$ cat src/rtl/zs_timer_pkg.sv
// Shared definitions for the zerosoc machine timer: TL-UL bus types,
// register offsets, reset constants and the response integrity helper.
package zs_timer_pkg;

    localparam logic [2:0] TL_PUT_FULL    = 3'h0;
    localparam logic [2:0] TL_PUT_PARTIAL = 3'h1;
    localparam logic [2:0] TL_GET         = 3'h4;
    localparam logic [2:0] TL_ACK         = 3'h0;
    localparam logic [2:0] TL_ACK_DATA    = 3'h1;

    localparam logic [4:0] TIMER_CTRL_OFFSET        = 5'h00;
    localparam logic [4:0] TIMER_PRESCALE_OFFSET    = 5'h04;
    localparam logic [4:0] TIMER_MTIME_LO_OFFSET    = 5'h08;
    localparam logic [4:0] TIMER_MTIME_HI_OFFSET    = 5'h0C;
    localparam logic [4:0] TIMER_MTIMECMP_LO_OFFSET = 5'h10;
    localparam logic [4:0] TIMER_MTIMECMP_HI_OFFSET = 5'h14;

    localparam logic [63:0] MTIMECMP_RESET = 64'hFFFF_FFFF_FFFF_FFFF;

    typedef struct packed {
        logic [3:0] instr_type;
        logic [6:0] cmd_intg;
        logic [6:0] data_intg;
    } tl_a_user_t;

    typedef struct packed {
        logic [6:0] rsp_intg;
        logic [6:0] data_intg;
    } tl_d_user_t;

    typedef struct packed {
        logic        a_valid;
        logic [2:0]  a_opcode;
        logic [2:0]  a_param;
        logic [1:0]  a_size;
        logic [7:0]  a_source;
        logic [31:0] a_address;
        logic [3:0]  a_mask;
        logic [31:0] a_data;
        tl_a_user_t  a_user;
        logic        d_ready;
    } tl_h2d_t;

    typedef struct packed {
        logic        d_valid;
        logic [2:0]  d_opcode;
        logic [2:0]  d_param;
        logic [1:0]  d_size;
        logic [7:0]  d_source;
        logic        d_sink;
        logic [31:0] d_data;
        tl_d_user_t  d_user;
        logic        d_error;
        logic        a_ready;
    } tl_d2h_t;

    // Hsiao-style (39,32) check bits; each bit is the parity of a fixed data subset.
    function automatic logic [6:0] intg_ecc32(logic [31:0] d);
        logic [6:0] c;
        c[0] = ^(d & 32'h2606BD25);
        c[1] = ^(d & 32'hDEBA8050);
        c[2] = ^(d & 32'h413D89AA);
        c[3] = ^(d & 32'h31234ED1);
        c[4] = ^(d & 32'hC2C1323B);
        c[5] = ^(d & 32'h2DCC624C);
        c[6] = ^(d & 32'h98505586);
        return c;
    endfunction

endpackage

$ cat src/rtl/zs_timer_rsp_intg.sv
// Fills d_user with response-header and data integrity on a TL-UL response.
module tlul_rsp_intg_gen
    import zs_timer_pkg::*;
(
    input  tl_d2h_t tl_i,
    output tl_d2h_t tl_o
);

    logic [31:0] rsp_hdr;
    logic        unused_user;

    assign rsp_hdr     = {tl_i.d_opcode, tl_i.d_size, tl_i.d_error, 26'b0};
    assign unused_user = ^tl_i.d_user;

    always_comb begin
        tl_o                  = tl_i;
        tl_o.d_user.rsp_intg  = intg_ecc32(rsp_hdr);
        tl_o.d_user.data_intg = intg_ecc32(tl_i.d_data);
    end

endmodule

$ cat src/rtl/zs_timer.sv
// TL-UL machine timer: prescaled 64-bit mtime, 64-bit mtimecmp and a
// registered level interrupt; one outstanding transaction at a time.
module zs_timer
    import zs_timer_pkg::*;
#(
    parameter int PrescaleW = 12
) (
    input  logic    clk_i,
    input  logic    rst_ni,
    input  tl_h2d_t tl_i,
    output tl_d2h_t tl_o,
    output logic    intr_timer_o
);

    logic                 enable_q, enable_d;
    logic [PrescaleW-1:0] prescale_q, prescale_d, pre_cnt_q, pre_cnt_d;
    logic [31:0]          mtime_lo_q, mtime_lo_d, mtime_hi_q, mtime_hi_d;
    logic [63:0]          mtimecmp_q, mtimecmp_d, mtime_inc;
    logic                 intr_q;

    logic        rsp_valid_q, rsp_error_q;
    logic [2:0]  rsp_opcode_q;
    logic [1:0]  rsp_size_q;
    logic [7:0]  rsp_source_q;
    logic [31:0] rsp_data_q;

    logic [4:0]  offset;
    logic        accept, is_get, is_put, mapped, req_err, wr_en, tick;
    logic [31:0] rdata;
    logic        unused_tl;

    assign offset    = tl_i.a_address[4:0];
    assign accept    = tl_i.a_valid & ~rsp_valid_q;
    assign is_get    = tl_i.a_opcode == TL_GET;
    assign is_put    = (tl_i.a_opcode == TL_PUT_FULL) | (tl_i.a_opcode == TL_PUT_PARTIAL);
    assign req_err   = ~mapped | (tl_i.a_size != 2'd2) | (is_put & (tl_i.a_mask != 4'hF))
                     | ~(is_get | is_put);
    assign wr_en     = accept & is_put & ~req_err;
    assign tick      = enable_q & (pre_cnt_q == prescale_q);
    assign mtime_inc = {mtime_hi_q, mtime_lo_q} + 64'd1;
    assign unused_tl = ^{tl_i.a_param, tl_i.a_address[31:5], tl_i.a_user};

    always_comb begin
        mapped = 1'b1;
        rdata  = 32'h0;
        case (offset)
            TIMER_CTRL_OFFSET:        rdata = {31'b0, enable_q};
            TIMER_PRESCALE_OFFSET:    rdata = 32'(prescale_q);
            TIMER_MTIME_LO_OFFSET:    rdata = mtime_lo_q;
            TIMER_MTIME_HI_OFFSET:    rdata = mtime_hi_q;
            TIMER_MTIMECMP_LO_OFFSET: rdata = mtimecmp_q[31:0];
            TIMER_MTIMECMP_HI_OFFSET: rdata = mtimecmp_q[63:32];
            default:                  mapped = 1'b0;
        endcase
    end

    always_comb begin
        enable_d   = enable_q;
        prescale_d = prescale_q;
        mtimecmp_d = mtimecmp_q;
        pre_cnt_d  = pre_cnt_q;
        if (enable_q) pre_cnt_d = tick ? '0 : pre_cnt_q + PrescaleW'(1);
        // A software write to one half wins over the tick; the written half
        // loses the increment and the carry into HI is dropped with it.
        mtime_lo_d = tick ? mtime_inc[31:0]  : mtime_lo_q;
        mtime_hi_d = tick ? mtime_inc[63:32] : mtime_hi_q;
        if (wr_en) begin
            case (offset)
                TIMER_CTRL_OFFSET:        enable_d = tl_i.a_data[0];
                TIMER_PRESCALE_OFFSET: begin
                    prescale_d = tl_i.a_data[PrescaleW-1:0];
                    pre_cnt_d  = '0;
                end
                TIMER_MTIME_LO_OFFSET: begin
                    mtime_lo_d = tl_i.a_data;
                    mtime_hi_d = mtime_hi_q;
                end
                TIMER_MTIME_HI_OFFSET:    mtime_hi_d = tl_i.a_data;
                TIMER_MTIMECMP_LO_OFFSET: mtimecmp_d[31:0]  = tl_i.a_data;
                TIMER_MTIMECMP_HI_OFFSET: mtimecmp_d[63:32] = tl_i.a_data;
                default: ;
            endcase
        end
    end

    always_ff @(posedge clk_i or negedge rst_ni) begin
        if (!rst_ni) begin
            enable_q   <= 1'b0;
            prescale_q <= '0;
            pre_cnt_q  <= '0;
            mtime_lo_q <= '0;
            mtime_hi_q <= '0;
            mtimecmp_q <= MTIMECMP_RESET;
            intr_q     <= 1'b0;
        end else begin
            enable_q   <= enable_d;
            prescale_q <= prescale_d;
            pre_cnt_q  <= pre_cnt_d;
            mtime_lo_q <= mtime_lo_d;
            mtime_hi_q <= mtime_hi_d;
            mtimecmp_q <= mtimecmp_d;
            intr_q     <= {mtime_hi_q, mtime_lo_q} >= mtimecmp_q;
        end
    end

    always_ff @(posedge clk_i or negedge rst_ni) begin
        if (!rst_ni) begin
            rsp_valid_q  <= 1'b0;
            rsp_error_q  <= 1'b0;
            rsp_opcode_q <= TL_ACK;
            rsp_size_q   <= '0;
            rsp_source_q <= '0;
            rsp_data_q   <= '0;
        end else if (accept) begin
            rsp_valid_q  <= 1'b1;
            rsp_error_q  <= req_err;
            rsp_opcode_q <= is_get ? TL_ACK_DATA : TL_ACK;
            rsp_size_q   <= tl_i.a_size;
            rsp_source_q <= tl_i.a_source;
            rsp_data_q   <= (is_get & ~req_err) ? rdata : 32'h0;
        end else if (rsp_valid_q & tl_i.d_ready) begin
            rsp_valid_q  <= 1'b0;
        end
    end

    tl_d2h_t tl_rsp;

    always_comb begin
        tl_rsp          = '0;
        tl_rsp.d_valid  = rsp_valid_q;
        tl_rsp.d_opcode = rsp_opcode_q;
        tl_rsp.d_size   = rsp_size_q;
        tl_rsp.d_source = rsp_source_q;
        tl_rsp.d_data   = rsp_data_q;
        tl_rsp.d_error  = rsp_error_q;
        tl_rsp.a_ready  = ~rsp_valid_q;
    end

    tlul_rsp_intg_gen u_rsp_intg (
        .tl_i (tl_rsp),
        .tl_o (tl_o)
    );

    assign intr_timer_o = intr_q;

endmodule

$ cat config.mk
export PLATFORM = sky130hd
export DESIGN_NAME = zs_timer
export DESIGN_NICKNAME = d
export VERILOG_FILES = /design/src/rtl/zs_timer_pkg.sv /design/src/rtl/zs_timer_rsp_intg.sv /design/src/rtl/zs_timer.sv
export SDC_FILE = /design/constraint.sdc
export NUM_CORES = 1
export LEC_CHECK = 0
export ABC_AREA = 1
export CORE_MARGIN = 8
export CORE_UTILIZATION = 58
export CTS_CLUSTER_DIAMETER = 50
export DETAILED_ROUTE_END_ITERATION = 16
export GPL_TIMING_DRIVEN = 1
export PLACE_DENSITY_LB_ADDON = 0.12
export SLEW_MARGIN = 10
export SYNTH_ARGS = -nofsm -noshare
export SYNTH_HDL_FRONTEND = slang
export SYNTH_HIERARCHICAL = 1
export SYNTH_SLANG_ARGS = --single-unit
export TNS_END_PERCENT = 100
$ cat constraint.sdc
create_clock -name clk_i -period 2.4 [get_ports clk_i]
set_input_delay 0.72 -clock clk_i [delete_from_list [all_inputs] [get_ports clk_i]]
set_output_delay 0.72 -clock clk_i [all_outputs]
set_load 0.05 [all_outputs]
* Word level (Yosys, flattened, before mapping)
Index checks and enable logic that the tools add are counted.
** Cells by class
- Bitwise operators :: 16
- $lt $le $gt $ge :: 1
- Reductions and logical operators :: 22
- Mux-type cells :: 16
- $add $sub $neg :: 2
- Eq/ne operators :: 11
** Operators by type and width (count)
- XOR reduction 32 bit :: 14
- 2-to-1 mux 32 bit :: 6
- one-hot mux 32 bit (6 select lines) :: 1
- adder 64 x 1 -> 64 bit (second input constant) :: 1
- greater-or-equal comparator 64 bit :: 1
- one-hot mux 32 bit (2 select lines) :: 1
- 2-to-1 mux 12 bit :: 4
- adder 12 x 1 -> 12 bit (second input constant) :: 1
- equality test 12 bit :: 1
- equality test 5 x 4 -> 1 bit (second input constant) :: 2
- equality test 5 bit (second input constant) :: 2
- AND reduction 2 bit :: 4
- bitwise AND 1 bit :: 7
- OR reduction 6 bit :: 1
- equality test 5 x 3 -> 1 bit (second input constant) :: 1
- zero test 5 bit :: 1
- OR 1 bit :: 5
- 2-to-1 mux 1 bit :: 4
- != test 2 bit (second input constant) :: 2
- != test 4 bit (second input constant) :: 1
- NOT 1 bit :: 4
- equality test 3 x 1 -> 1 bit (second input constant) :: 1
- equality test 3 bit (second input constant) :: 1
- zero test 3 bit :: 1
- nonzero test 2 bit :: 1
** Word-level totals
- Flip-flop bits (word level) :: 201
- Logic and storage cells :: 82

* Depth between registers and ports, before layout
- Word-level depth :: 10
- Mapped depth :: 15
- Depth with buffers taken out :: 14

* By module
Netlist, hierarchy kept.
** Modules (own cells, without submodules)
- zs_timer :: seq. area each 5059.9 µm², area an instance 14063.5 µm², cells an instance 2049, times used 1
- tlul_rsp_intg_gen :: seq. area each 0.0 µm², area an instance 2003.2 µm², cells an instance 418, times used 1

* Least setup slack after synthesis
Ideal clock, no wire load.
- Path kind :: reg-to-output
- From :: register rsp_data_q[30]
- To :: output tl_o[3] (netlist bit)
- Path slack :: 50 ps
- Arrival time :: 1630 ps
- Stages on the path, launching flop included :: 11
- Required time :: 1680 ps
- Cells stage by stage :: dfrtp_1 > buf_4 > nand2_1 > inv_1 > nor2_1 > nand2_1 > nand3_1 > nand2_1 > nand2_1 > inv_1 > nor2_1
** RTL lines
- start: declaration :: RTL line zs_timer.sv:25 : logic [31:0] rsp_data_q;
- start signal: assignment :: RTL line zs_timer.sv:120 : rsp_data_q <= (is_get & ~req_err) ? rdata : 32'h0;
- end: declaration :: RTL line zs_timer.sv:11 : output tl_d2h_t tl_o,

==> out/results.txt <==
The flow ran to the end, but the final reports show violations. The checks that failed: negative setup slack. The sequential-to-total area share from yosys stat was 0.3149; the final critical-path setup slack was -0.2079 ns. The number of hold violations in the final report is 0, and the slew at the pin closest to its max-slew limit is 0.5599 ns. The total standard cell area after synthesis came out at 16070 µm². The multiplexer share of the synthesized area was 0; the count of vias placed by the detailed router was 17490. The path depth of the worst reg2reg path is 12. The logs give 3070 for the final cell count without fillers and 0.365 for the power share of the clock group.

The overall power is 8.139 mW, and the quantity of hold-fixing buffers added after cts is 0. The share of the synthesized area in the top cell type is 0.2103, and the met3 usage in global routing is 0.06801. The fraction of the mapped netlist area in simple logic gates is 0.3580, and the number of register bits inferred by synthesis is 199. The setup path with the least slack is of type reg2out. The total area inside the core boundary comes to 27550 µm².

TritonCTS built the clock tree. Yosys printed 6 warnings. In this run the count of I/O pins placed on the die edge is 173.

The combined area of the multi-input logic cells was 9245 µm²; the total number of clock tree sinks was 199. In the final design database the tool counted 2851 nets. For the final HPWL from detailed placement, the log shows 45.16 mm. The number of buffer and inverter instances along the worst setup path works out to 3. The internal power contribution came out at 5.520 mW. The analysis attributes to cell leakage a power of 9.979 nW. Along the worst path, the maximum fanout reaches 7.

The logs give 2 for the maximum root-to-sink buffer count and 2 for the initial antenna violation count. Ranked by total cell area, the synthesized netlist is headed by sky130_fd_sc_hd__dfrtp_1, sky130_fd_sc_hd__nand2_1, sky130_fd_sc_hd__dfstp_2. For the headroom to the max-slew limit, the log shows 0.6245. The number of max-cap violations was 0. The die footprint is 33280 µm², and the arrival time of data at the critical path endpoint is 1.89 ns.

The most numerous cell type found on the critical path is sky130_fd_sc_hd__nand2_2. The ratio of cells with drive above 1 in the final layout came out at 0.2181. The run gives 59.42 mm as the detailed-route wire length. For the final routed database, the setup TNS stands at -1.360 ns. The die is 182.4 µm wide. The wire length of the first global-routing pass is 90.60 mm. The met2 track utilization from global routing came out at 0.5591. Static timing analysis puts the maximum clock frequency at 383.5 MHz. The main combinational cell family by area after synthesis is simple AND/OR/NAND/NOR gates. Across the VDD grid, the largest voltage drop is 0.0004638 V. Proportion of synthesized flip-flops having asynchronous set or reset: 1.000. The floorplan step set the die height to 182.4 µm. The number of flops mapped to enable cells by yosys was 0.

The worst hold path class is in2async. Setup repair after global routing could not meet its margin everywhere. The synthesized instance count was 2467; the setup violation total in the final timing report was 8. For the number of distinct library cells after synthesis, the log shows 45. After synthesis, the most frequently instantiated cells are sky130_fd_sc_hd__nand2_1, sky130_fd_sc_hd__inv_1, sky130_fd_sc_hd__nor2_1. The final critical path time including I/O delays and setup works out to 2.608 ns. Post-route fraction of the period consumed by the critical path: 1.087. The run gives 0 as the overflow left after global routing.

Among all stages on the critical path, the largest delay is contributed by sky130_fd_sc_hd__dfrtp_2. Most used flip-flop cell after synthesis: sky130_fd_sc_hd__dfrtp_1. The run gives 1.011 as the placer's final routability congestion estimate.

The biggest area contributor in the post-synthesis netlist is sky130_fd_sc_hd__dfrtp_1. The number of global-route vias before repair was 16750; the area of all sequential standard cells was 5100 µm². The logs give 0.440 for the sequential power share and 0.3492 for the total global-route track usage.

Clock-pin slew was measured on the worst setup and hold paths at 0.08 ns. In this run the critical register-to-register path is captured at intr_timer_o$_DFF_PN0_. Dividing total power by cell area gives a power density of 415.4 nW/µm². The total of buffers placed on input and output ports is 116, and the remaining antenna violation count after routing is 0.

The global routing stage identified its most utilized layer as met2. On the final layout, the worst clock skew is 0.01182 ns. The tools report the pin count of the biggest net entering global routing as 69. Walking the worst path, the cells encountered are inv_2, nand2_2, a21oi_2, buf_4, nor2_2, nand2_1, nand2_2, nand2_2, nand2_2, buf_12. CTS placed an instance of sky130_fd_sc_hd__clkbuf_16 at the clock tree root. In this run the critical register-to-register path is launched from mtimecmp_q[25]$_DFFE_PN1P_.

The tightest hold path in the finished design has a slack of 0.1684 ns. The setup check on the worst reg-to-reg path leaves a slack of 0.15 ns. The run gives 0 as the max-slew violation total from the final report. The ratio of routed vias to standard cells was 5.698; the global-route track usage on met1 was 0.4560.

The logs give 0.5831 for the effective utilization at floorplan and 2985 for the number of placed cells counting well taps. Number of CTS-inserted buffers: 17. The dominant cell by count in the synthesized netlist was sky130_fd_sc_hd__nand2_1. Dividing the detail-routed wire length by the instance count gives 19.35 µm. The data required time of the critical path was 1.68 ns.

The post-synthesis share of cell area spent on full adders, half adders and majority gates was 0.05140; the switching power total was 2.618 mW. The run gives 2284 as the number of filler instances in the final layout. The switching portion of total power was 0.3217; the violation count after the first detailed-routing iteration was 2013.

The combinational group share of total power came out at 0.195. The average instance in the mapped netlist occupies 6.513 µm². The area added between synthesis and finish was 21.94%. The worst setup path is launched from a flop. The tools report the clock latency at the later pin of the worst-skew pair as 0.46 ns.

CTS built an H-tree with a depth of 4. In the routed design, unresolved DRC markers number 0. The worst setup path is captured at an output pin.

The first-pass iteration count of the detailed router was 10; the xor/xnor share of the synthesized area was 0.03099. The final core utilization is 0.7110. On the worst path, the slowest cell contributes a delay of 0.48 ns. Grouping stages by cell kind, the critical path spends the most delay in flip-flops.

The area fraction in compound gates after synthesis was 0.1115; the number of placement rows was 61. The repair_antennas step left the layout with diodes totalling 0.
-- worst max-delay path by stage --
stage                                    start                    endpoint  slack (ns)  cells past startpoint
floorplan           rsp_data_q[30]$_DFFE_PN0P_                     tl_o[3]        0.05                     10
global placement                      tl_i[59]  rsp_data_q[18]$_DFFE_PN0P_       -0.32                     11
detailed placement                    tl_i[59]  rsp_data_q[18]$_DFFE_PN0P_       -0.37                     11
CTS                 rsp_data_q[17]$_DFFE_PN0P_                     tl_o[5]       -0.12                     12
global route         rsp_data_q[1]$_DFFE_PN0P_                     tl_o[6]       -0.30                      9
finish               rsp_data_q[1]$_DFFE_PN0P_                     tl_o[8]       -0.21                     10
-- power groups by stage --
stage,Combinational (mW),Clock [mW],Sequential (mW)
after floorplan,0.987,0,3.62
after global placement,1.51,0,3.64
after detailed placement,1.54,0,3.64
after CTS,1.58,2.99,3.58
after global routing,1.72,3.11,3.60
final,1.59,2.97,3.58
-- flip-flops by register name, indices dropped and copies added (netlist names) --
| signal | flops |
|---|---|
| mtimecmp_q | 64 |
| mtime_lo_q | 32 |
| prescale_q | 12 |
| intr_timer_o | 1 |
| rsp_valid_q | 1 |
| rsp_source_q | 8 |
| rsp_data_q | 32 |
| pre_cnt_q | 12 |
| enable_q | 1 |
| rsp_error_q | 1 |
| rsp_size_q | 2 |
| rsp_opcode_q | 1 |
| mtime_hi_q | 32 |
-- timing repair --
item                       CTS  global route
setup endpoints to repair   21            18
pin swaps                   20            48
buffers inserted            32            21
resized for setup           96            90
gates cloned                 0             0
-- per-stage QoR --
step	worst slack (ns)	cell area (µm²)
final	-0.2079	19590
after global routing	-0.2994	19590
after CTS	-0.1214	19190
after detailed placement	-0.3673	18200
after global placement	-0.3249	18200
after floorplan	0.05045	16100
-- layout make-up --
type / instances / area share
multi-input combinational: 1823 / 0.4719
sequential: 199 / 0.2603
timing repair buffer: 306 / 0.1500
inverter: 332 / 0.06387
tap: 378 / 0.02414
clock buffer: 17 / 0.02171
clock inverter: 15 / 0.008111
-- logic make-up after synthesis --
kind of cell	count (synthesis)
other	1
AO/OA/AOI/OAI	306
adder cells (fa/ha/maj)	66
flip-flops	199
XOR/XNOR	56
AND/OR/NAND/NOR	1384
buffers and inverters	455
-- layer usage --
| layer | part of all wire | routed length (µm) |
|---|---|---|
| met1 | 0.40 | 23790 |
| met2 | 0.45 | 26620 |
| met3 | 0.11 | 6449 |
| met4 | 0.043 | 2548 |
| met5 | 0.00022 | 13 |
-- cells in the final DEF (no fill, tap or decap), types with 54 or more instances in the layout --
cell type                         netlist  layout
sky130_fd_sc_hd__nand3_1              144     135
sky130_fd_sc_hd__clkdlybuf4s50_1        0      62
sky130_fd_sc_hd__buf_4                 59     186
sky130_fd_sc_hd__nand2_1              899     820
sky130_fd_sc_hd__o22ai_1               59      59
sky130_fd_sc_hd__nor2_1               236     230
sky130_fd_sc_hd__dfstp_2               64      64
sky130_fd_sc_hd__inv_1                311     293
sky130_fd_sc_hd__o21ai_1               53      54
sky130_fd_sc_hd__nand2_2                8      86
sky130_fd_sc_hd__dfrtp_1              135     103
sky130_fd_sc_hd__ha_1                  66      66
sky130_fd_sc_hd__a21oi_1               56      55
sky130_fd_sc_hd__o21ai_0               81      80
(Power assumes the default switching activity.)
